### config.mk
export PLATFORM = sky130hd
export DESIGN_NAME = if_fetch_unit_flat
export DESIGN_NICKNAME = d
export VERILOG_FILES = /design/src/rtl/if_fetch_unit_pkg.sv /design/src/rtl/if_fetch_unit_if.sv /design/src/rtl/if_fetch_unit_fetch_fifo.sv /design/src/rtl/if_fetch_unit.sv /design/src/flat_wrapper.sv
export SDC_FILE = /design/constraint.sdc
export NUM_CORES = 1
export LEC_CHECK = 0
export CAP_MARGIN = 20
export CORE_MARGIN = 2
export CORE_UTILIZATION = 27
export CTS_BUF_LIST = sky130_fd_sc_hd__clkbuf_16
export DETAILED_ROUTE_END_ITERATION = 12
export GPL_ROUTABILITY_DRIVEN = 0
export PLACE_DENSITY = 0.49
export SLEW_MARGIN = 20
export SYNTH_ARGS = -nofsm -noshare
export SYNTH_HDL_FRONTEND = slang
export SYNTH_SLANG_ARGS = --single-unit
### constraint.sdc
create_clock -name clk -period 5 [get_ports clk]
set_clock_uncertainty 0.15 [all_clocks]
set_input_delay 0.5 -clock clk [delete_from_list [all_inputs] [get_ports clk]]
set_output_delay 0.5 -clock clk [all_outputs]
set_load 0.03 [all_outputs]
### src/rtl/if_fetch_unit_pkg.sv
`default_nettype none
// ============================================================================
// Module      : if_fetch_unit_pkg (plus pcmux / rv32i_types)
// Description : Shared types for the rv32i fetch stage.
//               pcmux       - PC-mux select encoding used by execute to steer
//                             the next PC (alu_out means "redirect").
//               rv32i_types - fetch request state machine encoding.
//               if_fetch_unit_pkg - fetch-stage constants and helpers.
// Revision    : 1.0 - initial release
// ============================================================================

package pcmux;
  typedef enum logic [1:0] {
    pc_plus4 = 2'b00,
    alu_out  = 2'b01,
    alu_mod2 = 2'b10
  } pcmux_sel_t;
endpackage : pcmux

package rv32i_types;
  // IDLE : nothing outstanding
  // REQ  : live request outstanding, its response is enqueued
  // DROP : request outstanding whose response belongs to an abandoned path
  typedef enum logic [1:0] {
    IDLE = 2'b00,
    REQ  = 2'b01,
    DROP = 2'b10
  } fetch_state_t;
endpackage : rv32i_types

package if_fetch_unit_pkg;
  // Byte distance between consecutive instructions.
  localparam int unsigned c_INSTR_BYTES = 4;

  // Width of an occupancy counter able to hold 0..depth inclusive.
  function automatic int unsigned fq_count_width(input int unsigned depth);
    return $clog2(depth) + 1;
  endfunction
endpackage : if_fetch_unit_pkg

`default_nettype wire

### src/rtl/if_fetch_unit_if.sv
`default_nettype none
// ============================================================================
// Module      : if_fetch_unit_if
// Description : Bundle of the fetch stage's external signals: redirect input
//               from execute, instruction-memory request/response, and the
//               valid/ready instruction channel toward decode.
//   pcmux_sel / pc_imm      : redirect select and target
//   imem_read / imem_address: memory request (held until imem_resp)
//   imem_resp / imem_rdata  : one-cycle response strobe and instruction
//   instr_valid/instr_ready : decode handshake on the fetch-queue head
//   instr_pc / instr_data   : head entry contents
//   fq_count                : fetch-queue occupancy
// Modports    : master = fetch unit, slave = surrounding pipeline/memory.
// Revision    : 1.0 - initial release
// ============================================================================
interface if_fetch_unit_if
  import if_fetch_unit_pkg::*;
#(
  parameter int XLEN     = 32,
  parameter int FQ_DEPTH = 4
);
  localparam int c_CW = fq_count_width(FQ_DEPTH);

  pcmux::pcmux_sel_t pcmux_sel;
  logic [XLEN-1:0]   pc_imm;
  logic              imem_read;
  logic [XLEN-1:0]   imem_address;
  logic              imem_resp;
  logic [XLEN-1:0]   imem_rdata;
  logic              instr_valid;
  logic              instr_ready;
  logic [XLEN-1:0]   instr_pc;
  logic [XLEN-1:0]   instr_data;
  logic [c_CW-1:0]   fq_count;

  modport master (
    input  pcmux_sel, pc_imm, imem_resp, imem_rdata, instr_ready,
    output imem_read, imem_address, instr_valid, instr_pc, instr_data, fq_count
  );

  modport slave (
    output pcmux_sel, pc_imm, imem_resp, imem_rdata, instr_ready,
    input  imem_read, imem_address, instr_valid, instr_pc, instr_data, fq_count
  );
endinterface : if_fetch_unit_if

`default_nettype wire

### src/rtl/if_fetch_unit_fetch_fifo.sv
`default_nettype none
// ============================================================================
// Module      : fetch_fifo
// Description : Small synchronous FIFO holding {pc, instruction} pairs.
//               Power-of-two depth so read/write pointers wrap naturally.
//               flush empties the queue and wins over push/pop that cycle.
//   clk, rst            : clock, asynchronous active-low reset
//   push, push_data     : enqueue request and payload
//   pop                 : dequeue head (ignored while empty)
//   flush               : discard all entries
//   head_data           : head entry, zero while empty
//   count               : occupancy 0..DEPTH
// Revision    : 1.0 - initial release
// ============================================================================
module fetch_fifo #(
  parameter int WIDTH = 64,
  parameter int DEPTH = 4
) (
  input  wire logic                   clk,
  input  wire logic                   rst,
  input  wire logic                   push,
  input  wire logic [WIDTH-1:0]       push_data,
  input  wire logic                   pop,
  input  wire logic                   flush,
  output logic      [WIDTH-1:0]       head_data,
  output logic      [$clog2(DEPTH):0] count
);
  localparam int c_AW = $clog2(DEPTH);

  logic [WIDTH-1:0] r_mem [DEPTH];
  logic [c_AW-1:0]  r_wr_ptr;
  logic [c_AW-1:0]  r_rd_ptr;
  logic [c_AW:0]    r_count;
  logic             w_do_pop;

  assign w_do_pop = pop && (r_count != '0);

  always_ff @(posedge clk or negedge rst) begin
    if (!rst) begin
      r_wr_ptr <= '0;
      r_rd_ptr <= '0;
      r_count  <= '0;
    end else if (flush) begin
      r_wr_ptr <= '0;
      r_rd_ptr <= '0;
      r_count  <= '0;
    end else begin
      if (push) begin
        r_wr_ptr <= r_wr_ptr + c_AW'(1);
      end
      if (w_do_pop) begin
        r_rd_ptr <= r_rd_ptr + c_AW'(1);
      end
      case ({push, w_do_pop})
        2'b10:   r_count <= r_count + (c_AW + 1)'(1);
        2'b01:   r_count <= r_count - (c_AW + 1)'(1);
        default: r_count <= r_count;
      endcase
    end
  end

  // Storage needs no reset: an entry is only visible once count covers it.
  always_ff @(posedge clk) begin
    if (push && !flush) begin
      r_mem[r_wr_ptr] <= push_data;
    end
  end

  assign head_data = (r_count != '0) ? r_mem[r_rd_ptr] : '0;
  assign count     = r_count;
endmodule : fetch_fifo

`default_nettype wire

### src/rtl/if_fetch_unit.sv
`default_nettype none
// ============================================================================
// Module      : if_fetch_unit
// Description : rv32i instruction-fetch stage. Holds the fetch PC, keeps at
//               most one instruction-memory read outstanding, and queues the
//               returned {pc, instruction} pairs for decode. A taken control
//               transfer redirects the PC, flushes the queue and marks any
//               in-flight read as stale so its data is thrown away.
//   clk  : clock (rising edge)
//   rst  : asynchronous active-low reset
//   bus  : if_fetch_unit_if.master (redirect, imem, decode channel, fq_count)
// Revision    : 1.0 - initial release
// ============================================================================
module if_fetch_unit
  import if_fetch_unit_pkg::*, rv32i_types::*;
#(
  parameter int              XLEN     = 32,
  parameter logic [XLEN-1:0] RESET_PC = 32'h0000_0060,
  parameter int              FQ_DEPTH = 4
) (
  input  wire logic       clk,
  input  wire logic       rst,
  if_fetch_unit_if.master bus
);
  localparam int              c_CW         = fq_count_width(FQ_DEPTH);
  localparam logic [c_CW-1:0] c_DEPTH      = c_CW'(FQ_DEPTH);
  localparam logic [XLEN-1:0] c_STEP       = XLEN'(c_INSTR_BYTES);
  localparam logic [XLEN-1:0] c_ALIGN_MASK = XLEN'(3);

  fetch_state_t      r_state;
  fetch_state_t      w_state_next;
  logic [XLEN-1:0]   r_fetch_pc;
  logic [XLEN-1:0]   r_req_addr;
  logic [XLEN-1:0]   w_fetch_pc_plus4;
  logic [XLEN-1:0]   w_target;
  logic [XLEN-1:0]   w_load_addr;
  logic              w_load_req;
  logic              w_redirect;
  logic              w_valid;
  logic              w_push;
  logic              w_pop;
  logic              w_issue_ok;
  logic [c_CW-1:0]   w_fifo_count;
  logic [c_CW-1:0]   w_count_next;
  logic [2*XLEN-1:0] w_head;

  // --------------------------------------------------------------------------
  // Redirect, enqueue/dequeue qualification
  // --------------------------------------------------------------------------
  assign w_redirect       = (bus.pcmux_sel == pcmux::alu_out);
  assign w_target         = bus.pc_imm & ~c_ALIGN_MASK;
  assign w_fetch_pc_plus4 = r_fetch_pc + c_STEP;  // wraps modulo 2^XLEN
  assign w_valid          = (w_fifo_count != '0);

  // Only a live (non-stale) response that is not overtaken by a redirect
  // reaches the queue; a redirect also cancels any same-cycle dequeue.
  assign w_push = (r_state == REQ) && bus.imem_resp && !w_redirect;
  assign w_pop  = w_valid && bus.instr_ready && !w_redirect;

  // Occupancy after this cycle's pop and push; a new request is only
  // launched if its response is guaranteed a free slot.
  assign w_count_next = w_fifo_count - {{(c_CW-1){1'b0}}, w_pop}
                                     + {{(c_CW-1){1'b0}}, w_push};
  assign w_issue_ok   = (w_count_next < c_DEPTH);

  // --------------------------------------------------------------------------
  // Request FSM: state register
  // --------------------------------------------------------------------------
  always_ff @(posedge clk or negedge rst) begin
    if (!rst) begin
      r_state <= IDLE;
    end else begin
      r_state <= w_state_next;
    end
  end

  // --------------------------------------------------------------------------
  // Request FSM: next-state logic
  // --------------------------------------------------------------------------
  always_comb begin
    w_state_next = r_state;
    case (r_state)
      IDLE: begin
        if (!w_redirect && w_issue_ok) begin
          w_state_next = REQ;
        end
      end
      REQ: begin
        if (w_redirect) begin
          // Outstanding read still owed by memory -> wait it out in DROP.
          w_state_next = bus.imem_resp ? IDLE : DROP;
        end else if (bus.imem_resp) begin
          w_state_next = w_issue_ok ? REQ : IDLE;
        end
      end
      DROP: begin
        // A further redirect while dropping just keeps waiting; the stale
        // response always returns the FSM to IDLE.
        if (bus.imem_resp) begin
          w_state_next = IDLE;
        end
      end
      default: w_state_next = IDLE;
    endcase
  end

  // --------------------------------------------------------------------------
  // Request FSM: outputs (Moore)
  // --------------------------------------------------------------------------
  always_comb begin
    bus.imem_read = (r_state == REQ) || (r_state == DROP);
  end

  // Request address is loaded only when entering or staying in REQ for a new
  // read, so it never moves while a read (live or stale) is outstanding.
  always_comb begin
    w_load_req  = 1'b0;
    w_load_addr = r_fetch_pc;
    if (w_state_next == REQ) begin
      if (r_state == IDLE) begin
        w_load_req  = 1'b1;
        w_load_addr = r_fetch_pc;
      end else if (w_push) begin
        w_load_req  = 1'b1;
        w_load_addr = w_fetch_pc_plus4;
      end
    end
  end

  // --------------------------------------------------------------------------
  // PC and request-address registers
  // --------------------------------------------------------------------------
  always_ff @(posedge clk or negedge rst) begin
    if (!rst) begin
      r_fetch_pc <= RESET_PC;
      r_req_addr <= RESET_PC;
    end else begin
      if (w_redirect) begin
        r_fetch_pc <= w_target;
      end else if (w_push) begin
        r_fetch_pc <= w_fetch_pc_plus4;
      end
      if (w_load_req) begin
        r_req_addr <= w_load_addr;
      end
    end
  end

  assign bus.imem_address = r_req_addr;

  // --------------------------------------------------------------------------
  // Fetch queue
  // --------------------------------------------------------------------------
  fetch_fifo #(
    .WIDTH (2 * XLEN),
    .DEPTH (FQ_DEPTH)
  ) u_fetch_fifo (
    .clk       (clk),
    .rst       (rst),
    .push      (w_push),
    .push_data ({r_req_addr, bus.imem_rdata}),
    .pop       (w_pop),
    .flush     (w_redirect),
    .head_data (w_head),
    .count     (w_fifo_count)
  );

  assign bus.instr_valid = w_valid;
  assign bus.instr_pc    = w_head[2*XLEN-1:XLEN];
  assign bus.instr_data  = w_head[XLEN-1:0];
  assign bus.fq_count    = w_fifo_count;
endmodule : if_fetch_unit

`default_nettype wire

### src/flat_wrapper.sv
// flat-port wrapper written by rule: the top's interface ports become plain ports
module if_fetch_unit_flat import if_fetch_unit_pkg::*, rv32i_types::*;
#(
  parameter int              XLEN     = 32,
  parameter logic [XLEN-1:0] RESET_PC = 32'h0000_0060,
  parameter int              FQ_DEPTH = 4
)
  (clk, rst, bus_pcmux_sel, bus_pc_imm, bus_imem_resp, bus_imem_rdata, bus_instr_ready, bus_imem_read, bus_imem_address, bus_instr_valid, bus_instr_pc, bus_instr_data, bus_fq_count);
  if_fetch_unit_if #(.XLEN(XLEN), .FQ_DEPTH(FQ_DEPTH)) bus_i ();
  input  wire logic clk;
  input  wire logic rst;
  input wire logic [$bits(bus_i.pcmux_sel)-1:0] bus_pcmux_sel;
  input wire logic [$bits(bus_i.pc_imm)-1:0] bus_pc_imm;
  input wire logic [$bits(bus_i.imem_resp)-1:0] bus_imem_resp;
  input wire logic [$bits(bus_i.imem_rdata)-1:0] bus_imem_rdata;
  input wire logic [$bits(bus_i.instr_ready)-1:0] bus_instr_ready;
  output wire logic [$bits(bus_i.imem_read)-1:0] bus_imem_read;
  output wire logic [$bits(bus_i.imem_address)-1:0] bus_imem_address;
  output wire logic [$bits(bus_i.instr_valid)-1:0] bus_instr_valid;
  output wire logic [$bits(bus_i.instr_pc)-1:0] bus_instr_pc;
  output wire logic [$bits(bus_i.instr_data)-1:0] bus_instr_data;
  output wire logic [$bits(bus_i.fq_count)-1:0] bus_fq_count;
  assign bus_i.pcmux_sel = bus_pcmux_sel;
  assign bus_i.pc_imm = bus_pc_imm;
  assign bus_i.imem_resp = bus_imem_resp;
  assign bus_i.imem_rdata = bus_imem_rdata;
  assign bus_i.instr_ready = bus_instr_ready;
  assign bus_imem_read = bus_i.imem_read;
  assign bus_imem_address = bus_i.imem_address;
  assign bus_instr_valid = bus_i.instr_valid;
  assign bus_instr_pc = bus_i.instr_pc;
  assign bus_instr_data = bus_i.instr_data;
  assign bus_fq_count = bus_i.fq_count;
  if_fetch_unit #(.XLEN(XLEN), .RESET_PC(RESET_PC), .FQ_DEPTH(FQ_DEPTH)) u_core (.clk(clk), .rst(rst), .bus(bus_i));
endmodule
Word level (Yosys, flattened, before mapping)
Memories as Yosys holds them, arrays and structs flattened.
Index checks and enable logic that the tools add are counted.

storage, ports and cells
  bits of input ports = 70
  logic and storage cells = 58
  bits in registers = 73
  memory bits (writable) = 256
  memories kept = 1
  output and inout port bits = 101

memory list
  memory                     depth  bits a word  read ports  clocked after memory_dff  wr ports  RTL line                        text
  u_core.u_fetch_fifo.r_mem  4      64           1           0                         1         if_fetch_unit_fetch_fifo.sv:30  logic [WIDTH-1:0] r_mem [DEPTH];

operators by class
  magnitude comparators = 1
  muxes and demuxes = 23
  $add $sub $neg = 7
  reductions and logical operators = 14
  equality and inequality tests = 6

operator list
  cell                                                  number
  2-to-1 mux 32 bit                                     4
  2-to-1 mux 64 bit                                     1
  adder 32 x 3 -> 32 bit (second input constant)        1
  2-to-1 mux 2 bit                                      9
  equality test 2 x 1 -> 1 bit (second input constant)  4
  logical AND 1 bit                                     7
  2-to-1 mux 1 bit                                      6
  one-hot mux 2 bit (3 select lines)                    1
  one-hot mux 3 bit (2 select lines)                    1
  nonzero test 3 bit                                    2
  adder 2 x 1 -> 2 bit (second input constant)          2
  equality test 2 bit (second input constant)           2
  nonzero test 2 bit                                    2
  adder 3 x 1 -> 3 bit                                  1
  adder 3 x 1 -> 3 bit (second input constant)          1
  < comparator 3 bit (second input constant)            1
  2-to-1 mux 3 bit                                      1
  subtractor 3 x 1 -> 3 bit                             1
  subtractor 3 x 1 -> 3 bit (second input constant)     1
  logical NOT 2 bit                                     1
  logical NOT 1 bit                                     1
  logical OR 1 bit                                      1

Logic depth before layout (Yosys ltp)
Gate-level depths: netlist of the first run.

  word-level depth = 12
  depth in mapped cells = 15
  gate-level depth less buffers = 12

By module
Synthesis of the first run repeated with hierarchy kept, for this count alone.

second synthesis, totals
  cells, all modules = 824
  area, all modules = 13678.1 um^2

by module, submodules not included
  module         cells an instance  times used  seq. area each (um^2)  area each (um^2)
  fetch_fifo     454                1           7862.5                 10143.5
  if_fetch_unit  370                1           1556.5                 3534.6

Worst setup path after synthesis of the first run
OpenSTA, ideal clock, no wires.

  path kind = input to register
  start point = input bus_pcmux_sel[0]
  end point = register u_core.r_req_addr[13], in the netlist u_core.bus.imem_address[13]
  setup time = 125 ps
  path buffers = 4
  stages on the path = 15
  path slack = 904 ps
  data arrival time = 3821 ps
  required time = 4725 ps
  cells stage by stage = nor2b_1 -> clkbuf_1 -> clkbuf_1 -> clkbuf_1 -> nor2_1 -> ha_1 -> inv_1 -> ha_1 -> and2b_2 -> or3_1 -> a211o_1 -> a31o_2 -> a211oi_4 -> buf_6 -> mux2_2

between the ends
  cells in the longest elaborated chain, start to end = 12
  elaborated cells on any way between the ends = 20
  those cells by class = add/sub (2); order compare (1); eq/ne (2); mux (11); reduce/logical (4)

RTL lines
  item                                                          RTL line                                                       text
  start: declaration                                            flat_wrapper.sv:12                                             input wire logic [$bits(bus_i.pcmux_sel)-1:0] bus_pcmux_sel;
  equality test 2 x 1 -> 1 bit *                                if_fetch_unit.sv:50                                            assign w_redirect = (bus.pcmux_sel == pcmux::alu_out);
  logical NOT 1 bit                                             if_fetch_unit.sv:57, if_fetch_unit.sv:58, if_fetch_unit.sv:84
  logical AND 1 bit                                             if_fetch_unit.sv:58                                            assign w_pop = w_valid && bus.instr_ready && !w_redirect;
  subtractor 3 x 1 -> 3 bit                                     if_fetch_unit.sv:62                                            assign w_count_next = w_fifo_count - {{(c_CW-1){1'b0}}, w_pop}
  adder 3 x 1 -> 3 bit                                          if_fetch_unit.sv:63                                            + {{(c_CW-1){1'b0}}, w_push};
  < comparator 3 bit                                            if_fetch_unit.sv:64                                            assign w_issue_ok = (w_count_next < c_DEPTH);
  2-to-1 mux 1 bit                                              if_fetch_unit.sv:93                                            w_state_next = w_issue_ok ? REQ : IDLE;
  2-to-1 mux 2 bit                                              if_fetch_unit.sv:92                                            end else if (bus.imem_resp) begin
  2-to-1 mux 2 bit                                              if_fetch_unit.sv:89                                            if (w_redirect) begin
  one-hot mux 2 bit (3 select lines)                            if_fetch_unit.sv:82                                            case (r_state)
  equality test 2 x 1 -> 1 bit                                  if_fetch_unit.sv:119                                           if (w_state_next == REQ) begin
  2-to-1 mux 32 bit / 2-to-1 mux 1 bit (equally long branches)  if_fetch_unit.sv:119
  end signal: assignment                                        if_fetch_unit.sv:144                                           r_req_addr <= w_load_addr;
  end: declaration                                              if_fetch_unit.sv:33                                            logic [XLEN-1:0] r_req_addr;

Every way passes the cells marked *; elsewhere a longest branch is shown, timed or not.
A chain may end at the register's enable or synchronous reset.

Worst setup path after layout of the first run
  start point = register u_core.u_fetch_fifo.r_count[2], in the netlist u_core.u_fetch_fifo.count[2]
  end point = register u_core.r_req_addr[25], in the netlist u_core.bus.imem_address[25]

between the ends
  cells in the longest elaborated chain, start to end = 12
  elaborated cells on any way between the ends = 15
  those cells by class = add/sub (2); order compare (1); eq/ne (1); mux (7); reduce/logical (4)

RTL lines
  item                                                          RTL line                        text
  start: declaration                                            if_fetch_unit_fetch_fifo.sv:33  logic [c_AW:0] r_count;
  start signal: assignment                                      if_fetch_unit_fetch_fifo.sv:55  2'b10: r_count <= r_count + (c_AW + 1)'(1);
  start signal: assignment                                      if_fetch_unit_fetch_fifo.sv:56  2'b01: r_count <= r_count - (c_AW + 1)'(1);
  start signal: assignment                                      if_fetch_unit_fetch_fifo.sv:57  default: r_count <= r_count;
  nonzero test 3 bit                                            if_fetch_unit.sv:53             assign w_valid = (w_fifo_count != '0);
  logical AND 1 bit (2 in a row)                                if_fetch_unit.sv:58
  subtractor 3 x 1 -> 3 bit *                                   if_fetch_unit.sv:62
  adder 3 x 1 -> 3 bit *                                        if_fetch_unit.sv:63
  < comparator 3 bit *                                          if_fetch_unit.sv:64
  2-to-1 mux 1 bit                                              if_fetch_unit.sv:93
  2-to-1 mux 2 bit                                              if_fetch_unit.sv:92
  2-to-1 mux 2 bit                                              if_fetch_unit.sv:89
  one-hot mux 2 bit (3 select lines) *                          if_fetch_unit.sv:82
  equality test 2 x 1 -> 1 bit *                                if_fetch_unit.sv:119
  2-to-1 mux 32 bit / 2-to-1 mux 1 bit (equally long branches)  if_fetch_unit.sv:119

Marked as above.

==> results.toml, run 1 <==
[worst_setup_path]
crit_type = "flip-flop to flip-flop"
arrival_ps = 4220
crit_fanout = 28
crit_path_end_kind = "flip-flop"
start_kind = "flip-flop"
critical_path_required_ps = 5270

[yosys]
yosysMostFrequentCell = "edfxtp_1"
synth_cell_types = 52
syn_inst = 819
synth_ff_type = "edfxtp_1"
ys_top_cells_by_count = "248 x edfxtp_1, 68 x and2_1, 65 x dfrtp_1"
synth_top_area_share = 0.5578
syn_area_per_cell_um2 = 16.30
yosys-top-cells-area = "edfxtp_1 56%, dfrtp_1 12%, mux4_2 10%, and2_1 3.2%, mux2_2 2.3%"
synth_edf_count = 248
ys_ff_latch = 317
synth_area_leader_cell = "edfxtp_1"
async_flop_share = 0.2177
ys_seq_area_frac = 0.6875
synth_area_um2 = 13350
synth_warnings = 0

[route]
remaining_drc_errors = 0
antenna_left = 0
routed_wl_mm = 32.12
drtIter0Drc = 384
via_count = 7412
vias_per_cell = 4.396
dr.pass1.iters = 6
wire_per_inst_um = 19.05

[timing]
max_slew.worst_pin.slew_ps = 938.1
setup_viol = 0
max_freq_ghz = 0.2531
hold_viol = 0
rsz0062_at_grt = "false"
slew_violations = 0
finalCriticalPeriod_ps = 3950
period_share = 0.7901
fin_tns_setup_ps = 0
max_slew_margin = 0.3746

[min_path]
hold_path.class = "input pin to async pin"

[grt]
gr-total-overflow = 0
track_usage = 0.1282
grt_pass1_vias = 7837
grt_start_max_net_pins = 70
grt_pass1_wl_mm = 48.71
antenna_found_initial = 1

[cells_and_area]
fin_cells = 1686
nets = 1077
diodes = 0
seq_area_um2 = 9186
drive_gt1_frac = 0.1791
fill_cells = 4822
synthToLayoutAreaGrowth_pct = 27.34
multi_input_area_um2 = 3956

[cts]
htree_levels = 2
cts_tree = "done"
path_clk_slew_ps = 60
ctsResizeCount = 0
numClockSinks = 317
numCtsBuffers = 38
worstSkewPairLatency_ps = 530
clockRootBuffer = "clkbuf_16"
clockBufferDepth = 3
cts_setup_buffers = 0
cts_hold_buf = 0

[placed_design]
io_buffers = 164
dp_hpwl_mm = 19.50
dp.cells = 1619

[status]
outcome = "completed"

[pwr]
power_density_nw_per_um2 = 616.1
vdd_drop_max_uv = 240.3
total_leakage_power_nw = 5.708

[job]
max-cap-violations = 0

[die]
dieHeight_um = 226.4
fp.dieW_um = 226.4
start_util = 0.2733
ios = 171
core_region_area_um2 = 48850
row_count = 81
dieArea_um2 = 51240
## cells by family after synthesis
kind of cell               share of synthesized area
AOI/OAI and AO/OA                            0.02549
xor gates and xnor gates                     0.04067
adders and majority gates                    0.01181
buffers and inverters                        0.01940
DFF                                           0.6875
muxes                                         0.1281
other                                      0.0002809
and+or+nand+nor                              0.08669
## critical path, cell delays in order, from the launching register on
cell and delay, ps:
dfrtp_1 420, or3_2 500, nand2_1 200, nor2_1 70, ha_1 180, inv_1 50
ha_1 210, and2b_2 200, or3_1 340, a211o_1 320, a31o_2 250, a211oi_4 150
buf_4 380, mux2_2 380
## final timing paths
check                                        startpoint                               end  slack [ps]  cells after the start
setup / recovery           u_core.u_fetch_fifo.count[2]       u_core.bus.imem_address[25]        1050                     13
hold / removal                                      rst             u_core.r_fetch_pc[22]          30                      2
setup reg to reg           u_core.u_fetch_fifo.count[2]       u_core.bus.imem_address[25]        1050                     13
hold reg to reg             u_core.bus.imem_address[20]  u_core.u_fetch_fifo.r_mem[2][52]         410                      0
max in group asynchronous                           rst   u_core.u_fetch_fifo.r_rd_ptr[0]        3940                      2
min in group clk                          bus_pc_imm[6]              u_core.r_fetch_pc[6]         360                      3
## layout make-up
class | instances | area share
timing repair buffer | 180 | 0.1063
inverter | 13 | 0.002870
clock inverter | 28 | 0.01148
clock buffer | 39 | 0.05741
multi-input combinational | 445 | 0.2327
sequential | 317 | 0.5404
tap | 664 | 0.04887
## registers in the layout, indices dropped and copies added, names as in the netlist
name,flops
u_core.r_fetch_pc,30
u_core.u_fetch_fifo.r_rd_ptr,2
u_core.u_fetch_fifo.r_wr_ptr,2
u_core.bus.imem_address,30
u_core.u_fetch_fifo.r_mem,248
u_core.u_fetch_fifo.count,3
u_core.r_state,2
## placed cells by master (no fill, tap or decap), drive strengths merged, types with 2 or more instances in the layout
master and n:
clkinvlp 3, edfxtp 248, o22a 2, nor3 17, or2 2, and2 69, nand2b 2, mux2 27
conb 4, xor2 30, nor2 29, nand4 8, a211oi 3, nand3 20, inv 19, clkinv 17
buf 17, clkbuf 39, nor4 5, nand2 51, o21ai 34, xnor2 32, a21oi 7, and3 7
bufinv 2, clkdlybuf4s50 163, ha 11, a211o 2, mux4 62, or3 4, dfrtp 65, dfstp 4
and4 4
## metal layers
layer | global-route usage | part of all wire | wire length [µm]
met1 | 0.1766 | 0.46 | 14880
met2 | 0.1988 | 0.46 | 14800
met3 | 0.03162 | 0.056 | 1783
met4 | 0.04032 | 0.020 | 642
met5 | 0 | 0.00040 | 13
## stage by stage
step | setup WS, ps | total power, mW | hold WS [ps] | util | area [µm²]
after floorplan | 904.0 | 6.338 | 54.41 | - | 13360
after global placement | 886.1 | 8.031 | 376.7 | 0.3239 | 15820
after detailed placement | 902.6 | 8.053 | 399.1 | 0.3239 | 15820
after CTS | 1028 | 10.70 | 38.86 | 0.3479 | 17000
after global routing | 818.4 | 11.07 | 101.0 | 0.3480 | 17000
final | 1050 | 10.47 | 25.15 | 0.3480 | 17000
## power breakdown
group          total [mW]  leakage (nW)  internal (mW)  switching (mW)
clock network        2.58         0.593           1.52            1.07
logic                4.01          2.01           1.83            2.18
registers            3.88          3.10           3.39           0.494
(Power assumes the default switching activity.)
==> run 2: changes to the inputs <==
clock period = 3.8 ns   (was 5 ns; I/O delays follow)
==> run 2 against run 1 <==
- fmax rose by 9.9%
- largest cell class unchanged
- highest routed layer is now met4
- sequential cell count did not move
- via count rose by 0.66%
- final cell count rose by 1.1%
- hold slack improved by 230 ps
- routed wire length rose by 1.1%
- utilization rose by 0.41 points
- critical path depth did not move
==> results.toml, run 2 (synthesis gave the netlist of run 1 again) <==
[status]
outcome = "completed"

[worst_setup_path]
r2r_slack_ps = 210
arrival_ps = 3860
cp_common_cell = "ha_1"
start_kind = "flip-flop"
crit_path_end_kind = "flip-flop"
crit_type = "flip-flop to flip-flop"
critical_path_required_ps = 4060
cpMaxStageDelayCell = "dfrtp_2"
max_stage_delay_ps = 400
path_cells = "or3_4 > nand2_4 > nor2_1 > ha_1 > inv_1 > ha_1 > and2b_2 > or3_1 > a211o_1 > a31o_2 > a211oi_4 > buf_4 > mux2_2"
crit_fanout = 11

[timing]
holdWs_ps = 250.4
setup_viol = 0
slew_violations = 0
finalCriticalPeriod_ps = 3595
max_slew_margin = 0.4974
max_freq_ghz = 0.2782
max_slew.worst_pin.slew_ps = 754.0
rsz0062_at_grt = "false"
hold_viol = 0
period_share = 0.9460

[cells_and_area]
nets = 1095
drive_gt1_frac = 0.1894
final_common_cell = "edfxtp_1"
layout_common_cells = "248 x edfxtp_1, 163 x clkdlybuf4s50_1, 68 x and2_1"
largest_reg_flops = 248
fill_cells = 4732
multi_input_area_um2 = 3963
top_register = "u_core.u_fetch_fifo.r_mem"
synthToLayoutAreaGrowth_pct = 28.84
fin_cells = 1705
seq_area_um2 = 9190

[die]
dieArea_um2 = 51240
row_count = 81
dieHeight_um = 226.4
ios = 171
core_region_area_um2 = 48850
start_util = 0.2733
fp.dieW_um = 226.4

[pwr]
power_density_nw_per_um2 = 811.1
total_leakage_power_nw = 5.813
vdd_drop_max_uv = 285.3

[grt]
track_usage = 0.1285
grt_util_met1 = 0.1752
grtUsageMet2 = 0.2047
grt_pass1_vias = 7960
grtUsageMet3 = 0.03253
grt_start_max_net_pins = 70
gr-total-overflow = 0
busiest_layer = "met2"
antenna_found_initial = 0
grt_pass1_wl_mm = 49.07

[placed_design]
io_buffers = 164
dp_hpwl_mm = 20.73
dp.cells = 1636

[cts]
path_clk_slew_ps = 60
cts_setup_buffers = 0
numCtsBuffers = 38
clockBufferDepth = 3
numClockSinks = 317
htree_levels = 2
cts_tree = "done"
ctsResizeCount = 0
clockRootBuffer = "clkbuf_16"
cts_hold_buf = 1
worstSkewPairLatency_ps = 530

[route]
vias_per_cell = 4.376
wire_per_inst_um = 19.04
drtIter0Drc = 461
remaining_drc_errors = 0
dr.pass1.iters = 4
via_count = 7461
antenna_left = 0
routed_wl_mm = 32.46

[min_path]
hold_path.class = "input pin to flip-flop"

[job]
max-cap-violations = 0
==> run 2: changes by cell type in the layout (fill, tap and decap cells not counted), sizes merged <==
cell,delta
buf,+17
clkbuf,+1
clkinvlp,-2
diode,+1
clkinv,+1
dlygate4sd3,+1
==> run 2: final cells by class <==
cell class / count / share of cell area
Timing Repair Buffer: 198 / 0.1160
Clock inverter: 27 / 0.009893
Tap cell: 664 / 0.04830
Multi-Input combinational cell: 445 / 0.2304
Clock buffer: 40 / 0.05819
Inverter: 13 / 0.002837
Sequential cell: 317 / 0.5343
Antenna cell: 1 / 0.0001455
==> run 2: worst max-delay path, delay by kind of cell, from the launching register on <==
| kind | cells | cell delay [ps] |
|---|---|---|
| adder cells (fa/ha/maj) | 2 | 380 |
| flip-flops | 1 | 400 |
| multiplexers | 1 | 350 |
| AO/OA/AOI/OAI | 3 | 830 |
| buffers and inverters | 2 | 300 |
| AND/OR/NAND/NOR | 5 | 1070 |
==> run 2: path summary, 6_finish.rpt <==
kind / startpoint / endpoint / cells past startpoint
max: u_core.u_fetch_fifo.count[2] / u_core.bus.imem_address[10] / 13
min: bus_pc_imm[5] / u_core.r_fetch_pc[5] / 3
max reg2reg: u_core.u_fetch_fifo.count[2] / u_core.bus.imem_address[10] / 13
min reg2reg: u_core.bus.imem_address[18] / u_core.u_fetch_fifo.r_mem[3][50] / 0
max in group asynchronous: rst / u_core.bus.imem_address[6] / 3
min in group asynchronous: rst / u_core.r_fetch_pc[23] / 2
==> run 2: routing by layer <==
metal	part of all wire	vias to the layer above
met1	0.47	3767
met3	0.052	42
met4	0.017	0
met2	0.47	172
met5	0	-
li1	-	3480
==> run 2: power breakdown <==
part	switching [mW]	total [mW]	leakage [nW]	internal (mW)
Sequential	0.574	5.04	3.10	4.46
Combinational	2.98	5.51	2.12	2.53
Clock	1.37	3.40	0.595	2.03
==> run 2: per-stage QoR <==
stage          setup TNS (ps)  instance area (µm²)    util  total power [mW]  worst slack, ps
2_1_floorplan               0                13390       -             8.355            22.62
3_3_place_gp           -144.5                16020  0.3279             10.72           -19.46
3_5_place_dp           -220.2                16020  0.3279             10.75           -28.95
4_1_cts                     0                17200  0.3521             14.23            173.3
6_report                    0                17200  0.3521             13.95            205.2
5_1_grt                     0                17200  0.3521             14.71            76.86
==> run 3: changes to the inputs <==
CTS_BUF_LIST = sky130_fd_sc_hd__clkbuf_8   (was sky130_fd_sc_hd__clkbuf_16)
==> run 3 against run 2 <==
- sequential cell count unchanged
- fmax fell by 0.54%
- die area unchanged
- count of clock-buffer cells in the layout up 18
- highest routed layer unchanged
- largest cell class unchanged
- critical path type unchanged
- sequential power hardly changed
- register-to-register slack got worse by 20 ps
- final cell count increased by 1.5%
- first-iteration DRC count fell by 22%
==> results.toml, run 3 (synthesis gave the netlist of run 1 again) <==
[status]
outcome = "completed"

[cells_and_area]
layout_common_cells = "248 x edfxtp_1, 163 x clkdlybuf4s50_1, 68 x and2_1"
design_area_um2 = 17050
top_register = "u_core.u_fetch_fifo.r_mem"
nets = 1111
largest_reg_flops = 248
drive_gt1_frac = 0.2036
final_common_cell = "edfxtp_1"
synthToLayoutAreaGrowth_pct = 27.73

[route]
vias_per_cell = 4.365
routed_wl_mm = 32.68
wire_per_inst_um = 18.88
antenna_left = 0
dr.pass1.iters = 4
remaining_drc_errors = 0
drtIter0Drc = 361
via_count = 7555

[timing]
setup_viol = 0
max_slew_margin = 0.4941
slew_violations = 0
fin_tns_setup_ps = 0
finalCriticalPeriod_ps = 3614
hold_viol = 0
rsz0062_at_grt = "false"
max_slew.worst_pin.slew_ps = 758.8
period_share = 0.9511
max_freq_ghz = 0.2767

[cts]
clockRootBuffer = "clkbuf_8"
clockBufferDepth = 3
worstSkewPairLatency_ps = 620
numCtsBuffers = 54
htree_levels = 2
numClockSinks = 317
cts_tree = "done"
path_clk_slew_ps = 60

[die]
row_count = 81
dieHeight_um = 226.4
dieArea_um2 = 51240
ios = 171
fp.dieW_um = 226.4
core_region_area_um2 = 48850
start_util = 0.2733

[worst_setup_path]
path_cells = "or3_4 > nand2_4 > nor2_1 > ha_1 > inv_1 > ha_1 > and2b_2 > or3_1 > a211o_1 > a31o_2 > a211oi_4 > buf_4 > mux2_2"
arrival_ps = 3960
cpMaxStageDelayCell = "dfrtp_2"
crit_fanout = 11
worst-path-buf-inv = 2
critical_path_required_ps = 4140
crit_path_end_kind = "flip-flop"
path_delay_family = "simple AND/OR/NAND/NOR gates"
max_stage_delay_ps = 400
r2r_end = "u_core.bus.imem_address[9]"
worst_r2r_path_depth = 13
start_kind = "flip-flop"
cp_common_cell = "ha_1"
crit_type = "flip-flop to flip-flop"
r2r_slack_ps = 190
worstReg2RegStart = "u_core.u_fetch_fifo.count[2]"

[grt]
grt_pass1_wl_mm = 49.40
gr-total-overflow = 0
track_usage = 0.1291
grt_pass1_vias = 8101
grt_start_max_net_pins = 70
antenna_found_initial = 0

[min_path]
hold_depth = 3
hold_path.class = "input pin to flip-flop"
whs_endpoint = "u_core.r_fetch_pc[5]"
min_from = "bus_pc_imm[5]"

[pwr]
p_int_mw = 8.595
power_density_nw_per_um2 = 792.0
total_leakage_power_nw = 5.802
netSwitchingFraction = 0.3636
total_power_mw = 13.51
pwr-share-clk = 0.219
switching_power_mw = 4.910
pwr-share-comb = 0.408
power_frac_seq = 0.373
vdd_drop_max_uv = 286.2

[placed_design]
dpl-instance-area_um2 = 16020
dp_hpwl_mm = 20.73
io_buffers = 164

[job]
max-cap-violations = 0
## run 3: cell count changes in the layout (fill, tap and decap cells not counted)
cell	before	now
clkinv_1	12	9
clkbuf_16	40	0
bufinv_16	2	3
inv_1	17	26
clkinvlp_4	1	0
clkinv_2	6	8
clkbuf_8	0	58
## run 3: cell type report
class	instances	area, µm²
Clock inverter	35	225.2
Clock buffer	58	798.3
Timing Repair Buffer	198	1994
Sequential cell	317	9190
Tap cell	664	830.8
Antenna cell	1	2.502
Multi-Input combinational cell	445	3963
Fill cell	4800	31800
Inverter	13	48.80
## run 3: through the flow
| step | hold WS (ps) | setup slack, ps | util | instances |
|---|---|---|---|---|
| floorplan | -65.59 | 22.62 | - | 822 |
| detailed placement | 339.7 | -28.95 | 0.3279 | 1636 |
| global placement | 329.1 | -19.46 | 0.3279 | 1636 |
| finish | 174.4 | 185.7 | 0.3491 | 1731 |
| CTS | 96.99 | 141.4 | 0.3490 | 1730 |
| global route | 134.6 | 70.39 | 0.3490 | 1730 |
## run 3: worst max-delay path by stage
stage	to	from	slack (ps)	cells past startpoint
after detailed placement	u_core.bus.imem_address[13]	bus_pcmux_sel[0]	-30	13
final	u_core.bus.imem_address[9]	u_core.u_fetch_fifo.count[2]	190	13
after global routing	u_core.bus.imem_address[11]	u_core.u_fetch_fifo.count[2]	70	13
after floorplan	u_core.bus.imem_address[13]	u_core.u_fetch_fifo.count[2]	20	13
after global placement	u_core.bus.imem_address[13]	bus_pcmux_sel[0]	-20	13
after CTS	bus_instr_pc[9]	u_core.u_fetch_fifo.r_rd_ptr[0]	140	4
## run 3: worst min-delay path, cell delays in order
cell and delay, ps:
clkdlybuf4s50_1 400, nand2_1 70, o21ai_0 70
## run 3: power groups by stage
stage | clock network [mW] | registers [mW] | logic (mW)
6_report | 2.96 | 5.04 | 5.51
5_1_grt | 3.24 | 5.14 | 5.91
4_1_cts | 3.09 | 5.07 | 5.63
3_5_place_dp | 0 | 5.14 | 5.62
3_3_place_gp | 0 | 5.11 | 5.62
2_1_floorplan | 0 | 5.14 | 3.21
## run 3: repair_timing
| action | 4_1_cts | 5_1_grt |
|---|---|---|
| endpoints found under the setup margin | 0 | 0 |
| resized for setup | 0 | 0 |
| hold buffers | 1 | 0 |
| endpoints found under the hold margin | 29 | 0 |
| setup buffers | 0 | 0 |
## run 3: routing by layer
layer  track usage  part of all wire  up-vias
met1        0.1739              0.46     3806
met3       0.03395             0.056       51
met2        0.2049              0.46      187
met4       0.03735             0.019        0
met5             0                 0        -
li1              -                 -     3511
